--- config.mk ---
export PLATFORM = sky130hd
export DESIGN_NAME = mult_seq
export DESIGN_NICKNAME = d
export VERILOG_FILES = /design/src/rtl/mult_seq.sv
export SDC_FILE = /design/constraint.sdc
export NUM_CORES = 1
export LEC_CHECK = 0
export ABC_AREA = 1
export CORE_MARGIN = 8
export CORE_UTILIZATION = 49
export CTS_CLUSTER_DIAMETER = 200
export CTS_CLUSTER_SIZE = 25
export DETAILED_ROUTE_END_ITERATION = 10
export PLACE_DENSITY = 0.8
export SLEW_MARGIN = 20
export SYNTH_ARGS = -nofsm -noshare
export SYNTH_HDL_FRONTEND = slang
export SYNTH_HIERARCHICAL = 1
export SYNTH_SLANG_ARGS = --single-unit
--- constraint.sdc ---
create_clock -name clk -period 16 [get_ports clk]
set_input_delay 1.6 -clock clk [delete_from_list [all_inputs] [get_ports clk]]
set_output_delay 1.6 -clock clk [all_outputs]
set_load 0.02 [all_outputs]
--- src/rtl/mult_seq.sv ---
// rtl/mult_seq.sv - sequential 32x32 unsigned shift-and-add multiplier around a shared ripple-carry adder

module adder_32bit (
    input  logic [31:0] A,
    input  logic [31:0] B,
    input  logic        C0,
    output logic [31:0] sum,
    output logic        Overflow
);
    always_comb begin : ripple
        logic [32:0] c;
        c        = '0;
        sum      = '0;
        c[0]     = C0;
        for (int i = 0; i < 32; i++) begin
            sum[i]   = A[i] ^ B[i] ^ c[i];
            c[i + 1] = (A[i] & B[i]) | (c[i] & (A[i] ^ B[i]));
        end
        Overflow = c[32];
    end
endmodule

module mult_seq (
    input  logic        clk,
    input  logic        reset,
    input  logic        start,
    input  logic [31:0] A,
    input  logic [31:0] B,
    output logic        busy,
    output logic        done,
    output logic [31:0] HI,
    output logic [31:0] LO
);
    typedef enum logic [1:0] {
        ST_IDLE = 2'd0,
        ST_RUN  = 2'd1,
        ST_DONE = 2'd2
    } state_t;

    state_t      state_q, state_d;
    logic [31:0] mcand_q, mcand_d;
    logic [31:0] hi_q, hi_d;
    logic [31:0] lo_q, lo_d;
    logic [4:0]  cnt_q, cnt_d;

    logic [31:0] add_sum;
    logic        add_carry;
    logic        accept;

    adder_32bit u_adder (
        .A        (hi_q),
        .B        (mcand_q),
        .C0       (1'b0),
        .sum      (add_sum),
        .Overflow (add_carry)
    );

    // A start is only honoured when the unit is not iterating.
    assign accept = start && (state_q != ST_RUN);

    always_ff @(posedge clk) begin
        if (reset) begin
            state_q <= ST_IDLE;
            mcand_q <= '0;
            hi_q    <= '0;
            lo_q    <= '0;
            cnt_q   <= '0;
        end else begin
            state_q <= state_d;
            mcand_q <= mcand_d;
            hi_q    <= hi_d;
            lo_q    <= lo_d;
            cnt_q   <= cnt_d;
        end
    end

    always_comb begin
        state_d = state_q;
        case (state_q)
            ST_IDLE: if (start) state_d = ST_RUN;
            ST_RUN:  if (cnt_q == 5'd31) state_d = ST_DONE;
            ST_DONE: state_d = start ? ST_RUN : ST_IDLE;
            default: state_d = ST_IDLE;
        endcase
    end

    always_comb begin
        mcand_d = mcand_q;
        hi_d    = hi_q;
        lo_d    = lo_q;
        cnt_d   = cnt_q;
        if (accept) begin
            mcand_d = A;
            hi_d    = '0;
            lo_d    = B;
            cnt_d   = '0;
        end else if (state_q == ST_RUN) begin
            // The adder carry-out lands in HI[31] after the right shift.
            if (lo_q[0]) begin
                {hi_d, lo_d} = {add_carry, add_sum, lo_q[31:1]};
            end else begin
                {hi_d, lo_d} = {1'b0, hi_q, lo_q[31:1]};
            end
            cnt_d = cnt_q + 5'd1;
        end
    end

    always_comb begin
        busy = (state_q == ST_RUN);
        done = (state_q == ST_DONE);
        HI   = hi_q;
        LO   = lo_q;
    end
endmodule

==> metrics.txt <==
outcome finished clean; fmax roughly 0.075 GHz; ANT nets after route 0; first-pass GRT wire length 21500 um; clock buffer depth 2; initial antenna violation count 0; mapped cell area 5170 um2; Yosys reg bits a little over 100; Hold Vio Cnt, Final 0; final setup skew 0.0128 ns; Slew Viols, Final 0; post-layout min period 13.42 ns; final WL around 13000 um; Register Area 2070 um2; area share of the largest cell type after synthesis 0.398; reg2reg path depth 40; Remaining Overflow, GRT 0; register area share after synthesis 0.398; dpl hpwl approximately 9000 um; Vias 4659; maximum vdd drop 55.6 uV; die area 14100 um2; Fin Setup TNS 0 ns; final instance area 6660 um2; Cells after Synth 684; FF-to-FF Start HI[0]$_SDFFE_PP0P_; area occupied by multi-input gates 2580 um2; CTS Buf Count 9; Worst EP required ~16 ns; synth unique cells 22; worst setup path startpoint HI[0]$_SDFFE_PP0P_; Leak 2.82 nW; Sw Share 0.284; setup ws final 2.58 ns; gr usage total 0.181; fin crit share 0.839; Syn. warnings 6; slowest CP cell fa_1; Pint 0.388 mW; power share of the clock group 0.289; GP Congestion 0.794; Critical Path AT 13.69 ns; Die X 119 um; Area after DPL 6460 um2; core area 10300 um2; # IOs 133; # fillers about 900; final setup violation count 0; Placed Cells between 900 and 1000; hold_buf cts 0; WL/cell about 14 um; input/output buffers 132; HP Start cnt_q[4]$_SDFFE_PP0P_; most frequent CP cell fa_1; final cell count without fillers 922; H-tree lvl count 3; Hold Slack 0.483 ns; CTS Sinks roughly 100; 1st-pass router iterations 5; crit path kind reg2reg; starting DRC count in detailed routing 377; Final #Nets 882; Die Y 119 um; worst rel slew slack 0.318; share of post-route cells with drive strength above 1 0.0331; antenna diode count 0; Total Power 0.542 mW; Remaining DRCs 0; crit-path max FO 4; clock root buffer clkbuf_8; syn avg cell area approximately 7.6 um2; pre-CTS WS 2.59 ns; max cap viols 0; dominant cell type by area after synthesis dfxtp_1; top cells by area, synth dfxtp_1 (40%), fa_1 (12%), nand2_1 (10%); sequential power share 0.525; critical path endpoint category register; Setup Buffers After CTS 0; clk_lat worst skew 0.35 ns; Synth Net Count 785; unrepaired setup endpoints after global routing no; CTS tree done; CTS resizes 0; worst slew pin tran 1.02 ns; largest net degree at the start of global routing 104; Worst Hold Class reg2reg; Startpoint Class register; vias per cell 5.05; num rows 37; post-layout util 0.648; Worst-path clk slew 0.09 ns; vias in the first global route around 4700; Power Density 81.5 nW/um2; Critical Path Max Stage Delay 0.44 ns; P&R area growth vs syn 28.7%; Comb pwr share 0.186; switching power 0.154 mW; Initial Util 0.504; worst hold path depth 2
==> critical path, delay by kind of cell (launching register included) <==
kind	cells	cell delay (ns)
fa+ha+maj	32	12.37
flops	1	0.36
buf+inv	5	0.28
compound gates	2	0.26
simple gates	1	0.05
==> cell families (layout without fill, tap and decap cells) <==
logic type,Yosys count,count (layout),share of synthesized area
adders and majority gates,34,34,0.129
AOI/OAI and AO/OA,99,99,0.111
xor gates and xnor gates,1,1,0.00169
and+or+nand+nor,314,314,0.255
other,1,1,0.000725
buffers and inverters,132,234,0.104
DFF,103,103,0.398
==> synth_stat cells <==
library cell and instances:
a21oi_1 35, buf_1 13, buf_2 20, buf_4 5, clkbuf_1 10, conb_1 1
dfxtp_1 103, fa_1 32, ha_1 2, inv_1 79, inv_2 5, nand2_1 138
nand2_2 3, nand3_1 100, nor2_1 71, nor2_4 1, nor3_1 1, o211ai_1 31
o21ai_0 2, o21ai_1 30, o21bai_1 1, xor2_1 1
==> state kept, by name, summed over array words and instances (netlist names) <==
| name | cells |
|---|---|
| HI | 32 |
| cnt_q | 5 |
| state_q | 2 |
| mcand_q | 32 |
| LO | 32 |
==> power by group through the flow <==
stage	registers [mW]	clock network (mW)	logic, mW
after floorplan	0.294	0	0.0566
after global placement	0.290	0	0.0984
after detailed placement	0.291	0	0.101
after CTS	0.285	0.161	0.102
after global routing	0.288	0.174	0.113
final	0.285	0.157	0.101
==> layout make-up <==
| cell class | count | share of cell area |
|---|---|---|
| well taps | 136 | 0.0256 |
| multi-input cells | 449 | 0.387 |
| clock buffers | 11 | 0.0197 |
| clock inverters | 5 | 0.00883 |
| flip-flops and latches | 103 | 0.310 |
| repair buffers | 134 | 0.201 |
| inverters | 84 | 0.0475 |
==> final timing paths <==
path / to / slack (ns)
setup / recovery: HI[30]$_SDFFE_PP0P_ / 2.58
hold / removal: cnt_q[4]$_SDFFE_PP0P_ / 0.48
setup reg to reg: HI[30]$_SDFFE_PP0P_ / 2.58
hold reg to reg: cnt_q[4]$_SDFFE_PP0P_ / 0.48
==> metal layers <==
layer / GRT usage / up-vias / part of all wire
met5: 0 / - / 0
met2: 0.328 / 135 / 0.51
met4: 0.0688 / 0 / 0.020
met1: 0.202 / 2148 / 0.40
li1: - / 2357 / -
met3: 0.0400 / 19 / 0.063
==> cell usage in the layout (no fill, tap or decap) <==
master,instances
o211ai_1,31
conb_1,1
nand2_2,2
buf_4,2
nor2_1,71
xor2_1,1
dfxtp_4,1
clkinv_2,2
clkinvlp_4,2
nand2_4,1
inv_2,4
a21oi_1,35
o21ai_1,30
nor2_4,1
inv_1,79
clkbuf_1,2
clkinv_4,1
nand3_1,100
dfxtp_1,102
clkdlybuf4s50_1,132
fa_1,32
o21ai_0,2
o21bai_1,1
nor3_1,1
clkbuf_8,9
ha_1,2
nand2_1,138
bufinv_16,1
Power figures use the tool's default switching activity.
